## src/rtl/count_dir_pkg.sv

```systemverilog
// count_dir_pkg: shared FSM and step encodings for count_dir_decoder
package count_dir_pkg;
  typedef enum logic [1:0] {EMPTY, PRIMED, UP, DOWN} state_e;
  typedef enum logic [1:0] {ST_UP, ST_DOWN, ST_HOLD, ST_ERR} step_e;
endpackage

```

## src/rtl/count_step_classify.sv

```systemverilog
// count_step_classify: classifies a count change as up/down step, hold or illegal jump
module count_step_classify
  import count_dir_pkg::*;
#(
  parameter int WIDTH = 3
) (
  input  logic [WIDTH-1:0] q_in,
  input  logic [WIDTH-1:0] prev,
  output step_e            step
);
  logic [WIDTH-1:0] delta;
  // modular difference makes the 7->0 and 0->7 wraps legal single steps
  assign delta = q_in - prev;
  assign step  = (delta == WIDTH'(1)) ? ST_UP   :
                 (&delta)             ? ST_DOWN :
                 (~|delta)            ? ST_HOLD : ST_ERR;
endmodule

```

## src/rtl/count_dir_decoder.sv

```systemverilog
// count_dir_decoder: recovers direction and run length from an observed up/down count bus.
// Define DIR_DEBOUNCE_EN to require two consecutive opposite steps before a direction flip.
module count_dir_decoder
  import count_dir_pkg::*;
#(
  parameter int WIDTH = 3,
  parameter int RUN_W = 8
) (
  input  logic             clk,
  input  logic             clear,
  input  logic [WIDTH-1:0] q_in,
  input  logic             sample_en,
  output logic             dir,
  output logic             dir_valid,
  output logic             dir_change,
  output logic             step_err,
  output logic             hold,
  output logic [RUN_W-1:0] run_len
);
  state_e           state_q, state_d;
  step_e            step;
  logic [WIDTH-1:0] prev_q, prev_d;
  logic [RUN_W-1:0] run_q, run_d;
  logic             dir_q, dir_d, hold_q, hold_d, chg_q, chg_d, err_q, err_d;
  logic             mv, up_s;
`ifdef DIR_DEBOUNCE_EN
  logic             pend_q, pend_d;
`endif

  count_step_classify #(.WIDTH(WIDTH)) u_classify (
    .q_in (q_in),
    .prev (prev_q),
    .step (step)
  );

  assign mv   = (step == ST_UP) || (step == ST_DOWN);
  assign up_s = step == ST_UP;

  always_comb begin
    state_d = state_q;
    prev_d  = prev_q;
    dir_d   = dir_q;
    run_d   = run_q;
    hold_d  = hold_q;
    chg_d   = 1'b0;
    err_d   = 1'b0;
`ifdef DIR_DEBOUNCE_EN
    pend_d  = pend_q;
`endif
    if (sample_en) begin
      prev_d = q_in;
      hold_d = (state_q != EMPTY) && (step == ST_HOLD);
`ifdef DIR_DEBOUNCE_EN
      pend_d = 1'b0;
`endif
      case (state_q)
        EMPTY: state_d = PRIMED;
        PRIMED: begin
          err_d = step == ST_ERR;
          if (mv) begin
            state_d = up_s ? UP : DOWN;
            dir_d   = up_s;
            run_d   = RUN_W'(1);
          end
        end
        default: begin
          if (step == ST_ERR) begin
            state_d = PRIMED;
            err_d   = 1'b1;
            run_d   = '0;
          end else if (mv && (up_s == (state_q == UP))) begin
            run_d = (&run_q) ? run_q : run_q + RUN_W'(1);
          end else if (mv) begin
`ifdef DIR_DEBOUNCE_EN
            pend_d = !pend_q;
            if (pend_q) begin
              state_d = up_s ? UP : DOWN;
              dir_d   = up_s;
              chg_d   = 1'b1;
              run_d   = RUN_W'(2);
            end
`else
            state_d = up_s ? UP : DOWN;
            dir_d   = up_s;
            chg_d   = 1'b1;
            run_d   = RUN_W'(1);
`endif
          end
        end
      endcase
    end
  end

  always_ff @(posedge clk or negedge clear) begin
    if (!clear) begin
      state_q <= EMPTY;
      prev_q  <= '0;
      dir_q   <= 1'b0;
      run_q   <= '0;
      hold_q  <= 1'b0;
      chg_q   <= 1'b0;
      err_q   <= 1'b0;
    end else begin
      state_q <= state_d;
      prev_q  <= prev_d;
      dir_q   <= dir_d;
      run_q   <= run_d;
      hold_q  <= hold_d;
      chg_q   <= chg_d;
      err_q   <= err_d;
    end
  end

`ifdef DIR_DEBOUNCE_EN
  always_ff @(posedge clk or negedge clear) begin
    if (!clear) pend_q <= 1'b0;
    else pend_q <= pend_d;
  end
`endif

  assign dir        = dir_q;
  assign dir_valid  = (state_q == UP) || (state_q == DOWN);
  assign dir_change = chg_q;
  assign step_err   = err_q;
  assign hold       = hold_q;
  assign run_len    = run_q;
endmodule

```

## config.mk

```make
export PLATFORM = sky130hd
export DESIGN_NAME = count_dir_decoder
export DESIGN_NICKNAME = d
export VERILOG_FILES = /design/src/rtl/count_dir_pkg.sv /design/src/rtl/count_step_classify.sv /design/src/rtl/count_dir_decoder.sv
export SDC_FILE = /design/constraint.sdc
export NUM_CORES = 1
export LEC_CHECK = 0
export CAP_MARGIN = 20
export CORE_MARGIN = 3
export CORE_UTILIZATION = 47
export DETAILED_ROUTE_END_ITERATION = 7
export PLACE_DENSITY = 0.75
export SYNTH_ARGS = -nofsm -noshare
export SYNTH_HDL_FRONTEND = slang
export SYNTH_SLANG_ARGS = --single-unit
```

## constraint.sdc

```tcl
create_clock -name clk -period 2.35 [get_ports clk]
set_input_delay 0.47 -clock clk [delete_from_list [all_inputs] [get_ports clk]]
set_output_delay 0.47 -clock clk [all_outputs]
set_load 0.02 [all_outputs]
```

# Word-level counts from Yosys, hierarchy flattened
# Index checks and enable logic that the tools add are counted.
[word_totals]
ff_bits = 17
input_bits = 6
word_cells = 61
[op_classes]
addsub = 2
eq_ne = 12
muxes = 25
bitwise = 1
n_reduce_logical = 14
[op_table]
columns = ["op", "count"]
rows = [
  ["two-way mux 8 bit", 4],
  ["case mux 8 bit (2 select lines)", 1],
  ["two-way mux 1 bit", 12],
  ["two-way mux 2 bit", 5],
  ["adder 8 x 1 -> 8 bit (second input constant)", 1],
  ["== test 2 bit (second input constant)", 4],
  ["AND reduction 8 bit", 1],
  ["AND reduction 3 bit", 2],
  ["== test 2 x 1 -> 1 bit (second input constant)", 2],
  ["logical NOT 2 bit", 2],
  ["inequality test 2 x 1 -> 1 bit (second input constant)", 2],
  ["inequality test 4 x 2 -> 1 bit (second input constant)", 1],
  ["inequality test 4 x 3 -> 1 bit (second input constant)", 1],
  ["case mux 1 bit (2 select lines)", 2],
  ["case mux 2 bit (2 select lines)", 1],
  ["AND reduction 4 bit", 1],
  ["== test 3 x 1 -> 1 bit (second input constant)", 1],
  ["OR reduction 3 bit", 1],
  ["subtractor 3 bit", 1],
  ["logical AND 1 bit", 2],
  ["logical OR 1 bit", 2],
  ["AND reduction 2 bit", 1],
  ["nonzero test 2 bit", 1],
  ["OR reduction 2 bit", 1],
  ["other kinds (2)", 2],
]

# Logic depth before layout (Yosys ltp)
# Gate-level depths: netlist of the first run.
[depth]
depth_word = 12
ltp_mapped = 9
depth_no_buf = 8

# Hierarchy
# Synthesis of the first run repeated with hierarchy kept, for this count alone.
[hier_totals]
cells_unflattened = 114
area_unflattened_um2 = 1062.3
[modules_own_cells]
columns = ["mod", "instances", "cells_each", "area_each_um2", "seq_area_each_um2"]
rows = [
  ["count_dir_decoder", 1, 103, 962.2, 425.4],
  ["count_step_classify", 1, 11, 100.1, 0.0],
]

# Least setup slack after synthesis of the first run
# Ideal clock, no wire load.
[synth_path]
kind = "input-to-reg"
start = "input q_in[0]"
end = "register run_q[3] (netlist: run_len[3])"
t_arrival_ps = 2608
required_ps = 2217
setup_slack_ps = -391
cell_stages = 9
path_buffers = 1
cell_sequence = "inv_1 > ha_1 > fa_1 > xnor3_2 > or4_1 > buf_6 > a2111oi_4 > xnor2_1 > nor2_2"
[synth_via]
elab_chain_len = 11
word_cells_on_any_way = 19
classes_between = "add/sub (1); eq/ne (5); mux (7); reduce/logical (6)"
[synth_lines]
columns = ["item", "line", "source"]
rows = [
  ["start, declared", "count_dir_decoder.sv:11", "input logic [WIDTH-1:0] q_in,"],
  ["subtractor 3 bit *", "count_step_classify.sv:13", "assign delta = q_in - prev;"],
  ["OR reduction 3 bit", "count_step_classify.sv:16", "(~|delta) ? ST_HOLD : ST_ERR;"],
  ["two-way mux 1 bit", "count_step_classify.sv:16", ""],
  ["two-way mux 2 bit", "count_step_classify.sv:15", "(&delta) ? ST_DOWN :"],
  ["two-way mux 2 bit *", "count_step_classify.sv:14", "assign step = (delta == WIDTH'(1)) ? ST_UP :"],
  ["== test 2 x 1 -> 1 bit or logical NOT 2 bit (tied branches)", "count_dir_decoder.sv:36, count_dir_decoder.sv:37", ""],
  ["logical OR 1 bit or == test 1 bit (tied branches)", "count_dir_decoder.sv:36, count_dir_decoder.sv:71", ""],
  ["two-way mux 8 bit or logical AND 1 bit (tied branches)", "-", ""],
  ["two-way mux 8 bit", "count_dir_decoder.sv:71", "end else if (mv && (up_s == (state_q == UP))) begin"],
  ["two-way mux 8 bit", "count_dir_decoder.sv:67", "if (step == ST_ERR) begin"],
  ["case mux 8 bit (2 select lines)", "count_dir_decoder.sv:56", "case (state_q)"],
  ["end signal, assigned", "count_dir_decoder.sv:107", "run_q <= run_d;"],
  ["end, declared", "count_dir_decoder.sv:23", "logic [RUN_W-1:0] run_q, run_d;"],
]
# Mark *: on every way between the ends. The rest lies on a longest branch, timed or not.
# A chain may end at the register's enable or synchronous reset.

# Worst setup path in the final report of the first run
[layout_path]
start = "register prev_q[0]"
end = "register run_q[1] (netlist: run_len[1])"
[layout_via]
elab_chain_len = 11
word_cells_on_any_way = 19
classes_between = "add/sub (1); eq/ne (5); mux (7); reduce/logical (6)"
[layout_lines]
columns = ["item", "line", "source"]
rows = [
  ["start, declared", "count_dir_decoder.sv:22", "logic [WIDTH-1:0] prev_q, prev_d;"],
  ["start signal, assigned", "count_dir_decoder.sv:105", "prev_q <= prev_d;"],
  ["subtractor 3 bit *", "count_step_classify.sv:13", ""],
  ["OR reduction 3 bit", "count_step_classify.sv:16", ""],
  ["two-way mux 1 bit", "count_step_classify.sv:16", ""],
  ["two-way mux 2 bit", "count_step_classify.sv:15", ""],
  ["two-way mux 2 bit *", "count_step_classify.sv:14", ""],
  ["== test 2 x 1 -> 1 bit or logical NOT 2 bit (tied branches)", "count_dir_decoder.sv:36, count_dir_decoder.sv:37", ""],
  ["logical OR 1 bit or == test 1 bit (tied branches)", "count_dir_decoder.sv:36, count_dir_decoder.sv:71", ""],
  ["two-way mux 8 bit or logical AND 1 bit (tied branches)", "-", ""],
  ["two-way mux 8 bit", "count_dir_decoder.sv:71", ""],
  ["two-way mux 8 bit", "count_dir_decoder.sv:67", ""],
  ["case mux 8 bit (2 select lines)", "count_dir_decoder.sv:56", ""],
]
# Marked as above.

==> qor.csv, run 1 <==
metric;value;unit
outcome;complete, but fails checks;
violations;negative setup slack;
p_per_area;736.5;nW/um^2
worstPathMaxFanout;8;
cts.root.buffer_cell;clkbuf_4;
clk_pin_slew;110;ps
gr-usage-met3;5.094;%
clock-skew-final;13.00;ps
ys_seq_elements;17;
cts_buffers;3;
worstPathCellList;ha_4 > fa_2 > xnor3_2 > or4_4 > and2_1 > o221ai_1 > a22o_1;
cp.depth;7;
path_class;flop to flop;
holdCritPathClass;input pin to async pin;
yosys_warnings;0;
cts_num_sinks;17;
tightestPinTransition;458.6;ps
drive_above_1_share;29.25;%
maxCapViolCount;0;
grt-ovfl-total;0;
routedWlPerCell;14.97;um
yosysTopAreaCellShare;37.82;%
area_growth;37.93;%
netlist_area;1125;um^2
power_frac_clock;14.0;%
cts_tree;yes;
power_switching_share;37.58;%
cp-start-kind;flop;
hpwl;1.828;mm
seq_power_share;34.0;%
rsz0062_at_grt;true;
die_w;54.92;um
finalCritPeriodShare;105.6;%
slew_violations;0;
p_leak;0.0006274;uW
period_needed;2482;ps
initial_core_util;50.36;%
power_switching;429.4;uW
crit_start;prev_q[0]$_DFFE_PN0P_;
clk_path_buf_depth;2;
htree_levels;1;
path_buf_inv;0;
setup_ws;-131.5;ps
final_nets;157;
max_stage_delay;540;ps
drcViolationCount;0;
synthArstFlopShare;100.0;%
multi_input_area;698.2;um^2
ys_seq_area_share;37.82;%
fill_cells;170;
grt_pass1_vias;919;
ios;19;
met2_usage;28.35;%
use_met1;27.61;%
yosys-top-cells-area;dfrtp_1 38%, a2111oi_4 7.3%, mux2_2 4.0%, xnor2_1 3.9%, nand2_1 3.0%;
crit_arrival;2710;ps
max_freq;403.0;MHz
postSynthCellCount;113;
core_area;2233;um^2
ant_nets;0;
finalHoldViolCount;0;
vias_per_cell;5.674;
fin_hold_ws;478.5;ps
syn_nets;122;
avgSynthCellArea;9.954;um^2
die_area;3016;um^2
slowest_stage;or4_4;
synth_flop_cell;dfrtp_1;
post-place-ws;-821.0;ps
row_count;17;
seq_area;425.4;um^2
antenna_found_initial;0;
peakVddDrop;0.6914;mV
crit_path_end_kind;flop;
timing.rr.start;prev_q[0]$_DFFE_PN0P_;
top_usage_layer;met2;
final_cell_mix;17 x dfrtp_1, 17 x buf_4, 16 x clkdlybuf4s50_1;
p_comb_share;52.0;%
reg2reg_depth;7;
cp.required;2580;ps
dr.pass1.iters;4;
die_h;54.92;um
vias;993;
slew_headroom;69.43;%
ys_types;36;
synth_top_area_cell;dfrtp_1;
grt_max_degree;18;
synth_edf_count;0;
grt_pass1_wl;4.146;mm
hold_buffers;0;
final-setup-viol-count;9;
portBuffers;18;
worst_skew_pair.late_latency;300;ps
place.gp.congestion;0.8442;
drt_iter0_markers;34;
wl;2.620;mm
p_int;713.2;uW
grt_usage;19.04;%
crit_family;simple AND/OR/NAND/NOR gates;
diodes;0;
-- cells in the mapped netlist, types with 2 or more instances --
master and number:
a2111oi_4 3, a211oi_1 3, a21oi_1 5, a32o_1 3
and2_1 2, and3_1 4, clkbuf_1 6, dfrtp_1 17
ha_1 2, inv_1 4, mux2_2 4, nand2_1 9
nand3_1 6, nand3b_1 4, nand4_1 2, nor2_1 8
nor2b_1 2, nor3_1 2, o211ai_1 2, o21a_1 3
o21ai_0 3, xnor2_1 5
-- stage by stage --
step	total power [uW]	instance area, um^2	utilization, %	TNS (ps)	std cells
2_1_floorplan	724.2	1184	-	-456.1	113
3_3_place_gp	902.2	1431	64.09	-7851	163
3_5_place_dp	914.8	1431	64.09	-8597	163
4_1_cts	1103	1495	66.95	-306.6	172
5_1_grt	1214	1551	69.47	-1557	175
6_report	1143	1551	69.47	-764.8	175
-- cell type report --
type                       instances  area share [%]
clock buffer                       4           1.694
inverter                           4           1.774
multi-input combinational         84           45.00
sequential                        17           27.42
tap                               28           2.258
timing repair buffer              38           21.85
-- timing repair --
item | 4_1_cts | 5_1_grt
setup buffers | 5 | 3
setup endpoints to repair | 11 | 9
resized for setup | 7 | 9
hold endpoints to repair | 0 | 0
pin swaps | 3 | 3
-- power groups by stage --
stage	clock, uW	combinational, uW	sequential (uW)
5_1_grt	175	639	400
3_5_place_dp	0	521	394
6_report	160	595	388
3_3_place_gp	0	510	392
4_1_cts	163	552	389
2_1_floorplan	0	310	414
-- path summary, 6_finish.rpt --
check	to	slack [ps]
worst max-delay path	run_len[1]$_DFFE_PN0P_	-130
worst min register to register	hold$_DFFE_PN0P_	510
max in group asynchronous	run_len[2]$_DFFE_PN0P_	1660
min in group clk	hold$_DFFE_PN0P_	510
worst min-delay path	run_len[4]$_DFFE_PN0P_	480
worst max register to register	run_len[1]$_DFFE_PN0P_	-130
-- worst reg2reg max path: cells and delay by family, from the launching register on --
kind / cells / cell delay, ps
simple gates: 2 / 770
xor+xnor: 1 / 270
flops: 1 / 430
fa+ha+maj: 2 / 540
compound gates: 2 / 410
-- sequential cells by signal, indices dropped and copies added (netlist names) --
signal	cells
dir	1
dir_change	1
hold	1
prev_q	3
run_len	8
state_q	2
step_err	1
-- cell families (layout without fill, tap and decap cells) --
family,count (synthesis),in the layout,synth area share (%)
and+or+nand+nor,45,45,21.69
muxes,4,4,4.004
xor gates and xnor gates,7,7,6.785
buffers and inverters,12,46,4.671
DFF,17,17,37.82
AOI/OAI and AO/OA,25,25,21.02
adders and majority gates,3,3,4.004
-- routing by layer --
layer / routed length [um] / vias to the layer above
met5: 0 / -
met2: 1262 / 22
met4: 14 / 0
met1: 1220 / 486
met3: 121 / 2
li1: - / 483
No activity file was read; power rests on OpenSTA's default activity.
==> run 2, diff against run 1 <==
Settings changed: REMOVE_ABC_BUFFERS from default to 1, SETUP_SLACK_MARGIN from default to 0.05.
==> qor.csv, run 2 (same netlist as run 1, synthesis figures left out) <==
metric;value;unit;change
antenna_found_initial;0;;unchanged
finalSetupTns;-539.0;ps;was -764.8 ps
crit_start;prev_q[0]$_DFFE_PN0P_;;unchanged
drt_iter0_markers;15;;was 34
die_w;54.92;um;unchanged
initial_core_util;50.36;%;unchanged
clock-skew-final;12.07;ps;was 13.00 ps
htree_levels;1;;unchanged
portBuffers;18;;unchanged
cts_tree;yes;;unchanged
slew_headroom;69.91;%;was 69.43%
power;1110;uW;was 1143 uW
period_needed;2470;ps;was 2482 ps
drcViolationCount;0;;unchanged
hold_buffers;0;;unchanged
worst_skew_pair.late_latency;310;ps;was 300 ps
clk_pin_slew;110;ps;about the same
core_area;2233;um^2;unchanged
dpl_cell_area;1423;um^2;was 1431 um^2
final_cell_mix;17 x dfrtp_1, 17 x buf_4, 16 x clkdlybuf4s50_1;;unchanged
tightestPinTransition;451.4;ps;was 458.6 ps
max_freq;404.8;MHz;was 403.0 MHz
cp.required;2560;ps;was 2580 ps
finalCritPeriodShare;105.1;%;was 105.6%
holdCritPathClass;input pin to async pin;;unchanged
grt-ovfl-total;0;;unchanged
crit_path_end_kind;flop;;unchanged
die_h;54.92;um;unchanged
cts_num_sinks;17;;unchanged
worstPathCellList;ha_2 > fa_2 > xnor3_2 > or4_4 > buf_8 > buf_4 > o211ai_1 > o211ai_1 > a32o_1;;was ha_4 > fa_2 > xnor3_2 > or4_4 > and2_1 > o221ai_1 > a22o_1
cts.root.buffer_cell;clkbuf_4;;unchanged
routedWlPerCell;15.24;um;was 14.97 um
final-setup-viol-count;8;;was 9
timing.rr.start;prev_q[0]$_DFFE_PN0P_;;unchanged
clk_path_buf_depth;2;;unchanged
wl;2.637;mm;was 2.620 mm
vias;1000;;was 993
grt_pass1_vias;963;;was 919
worstPathMaxFanout;7;;was 8
setup_ws;-120.2;ps;was -131.5 ps
ios;19;;unchanged
slowest_stage;or4_4;;unchanged
maxCapViolCount;0;;unchanged
place.gp.congestion;0.8721;;was 0.8442
hpwl;1.884;mm;was 1.828 mm
final_nets;155;;was 157
grt_pass1_wl;4.505;mm;was 4.146 mm
path_common_cell;o211ai_1;;
die_area;3016;um^2;unchanged
drive_above_1_share;27.59;%;was 29.25%
grt_usage;21.25;%;was 19.04%
area_growth;34.04;%;was 37.93%
peakVddDrop;0.5291;mV;was 0.6914 mV
ant_nets;0;;unchanged
post-route-util;67.51;%;was 69.47%
grt_max_degree;18;;unchanged
rsz0062_at_grt;true;;unchanged
row_count;17;;unchanged
finalHoldViolCount;0;;unchanged
p_per_area;736.4;nW/um^2;was 736.5 nW/um^2
dr.pass1.iters;4;;unchanged
cp-start-kind;flop;;unchanged
vias_per_cell;5.780;;was 5.674
outcome;complete, but fails checks;;unchanged
slew_violations;0;;unchanged
max_stage_delay;500;ps;was 540 ps
p_leak;0.0006162;uW;was 0.0006274 uW
violations;negative setup slack;;unchanged
diodes;0;;unchanged
path_class;flop to flop;;unchanged
largest_reg_flops;8;;unchanged
fin_area;1508;um^2;was 1551 um^2
cts_buffers;3;;unchanged
crit_arrival;2680;ps;was 2710 ps
[run 2: power by group]
group          leakage, uW  internal, uW  total (uW)  switching [uW]
Combinational     0.000379           290         561             272
Clock            0.0000177          63.6         166             102
Sequential        0.000220           337         383            46.2
[run 2: final timing paths]
| check | end | slack, ps | depth (start not counted) |
|---|---|---|---|
| max in group asynchronous | state_q[0]$_DFFE_PN0P_ | 1680 | 2 |
| min in group clk | hold$_DFFE_PN0P_ | 510 | 1 |
| worst min-delay path | run_len[6]$_DFFE_PN0P_ | 470 | 2 |
| worst max register to register | run_len[0]$_DFFE_PN0P_ | -120 | 9 |
| worst min register to register | hold$_DFFE_PN0P_ | 510 | 1 |
| worst max-delay path | run_len[0]$_DFFE_PN0P_ | -120 | 9 |
[run 2: final cells by class]
class	count	area, um^2
Clock buffer	3	22.52
Inverter	4	15.01
Fill cell	170	725.7
Tap cell	28	35.03
Clock inverter	1	5.005
Timing Repair Buffer	36	321.6
Multi-Input combinational cell	84	683.2
Sequential cell	17	425.4
[run 2: routing by layer]
layer	vias to the layer above	part of all wire, %	track usage [%]
li1	480	-	-
met5	-	0	0
met1	465	45	29.68
met2	42	47	32.09
met4	0	3.6	10.12
met3	13	4.9	3.217
[run 2: timing repair]
| item | 4_1_cts | 5_1_grt |
|---|---|---|
| buffers inserted | 2 | 2 |
| endpoints found under the setup margin | 14 | 12 |
| pin swaps | 10 | 10 |
| resized for setup | 8 | 7 |
| hold endpoints to repair | 0 | 0 |
[run 2: stage by stage]
step | std cells | hold WS (ps) | worst slack (ps)
after floorplan | 105 | 174.4 | -460.6
after global placement | 167 | 483.6 | -868.5
after detailed placement | 167 | 487.1 | -915.9
after CTS | 173 | 469.9 | -243.0
after global routing | 173 | 482.9 | -187.5
final | 173 | 465.9 | -120.2
[run 2: worst max-delay path: cells and delay by family (launching register included)]
kind	cells	cell delay [ps]
adder cells (fa/ha/maj)	2	520
AO/OA/AOI/OAI	3	420
flip-flops	1	410
AND/OR/NAND/NOR	1	500
XOR/XNOR	1	230
buffers and inverters	2	290
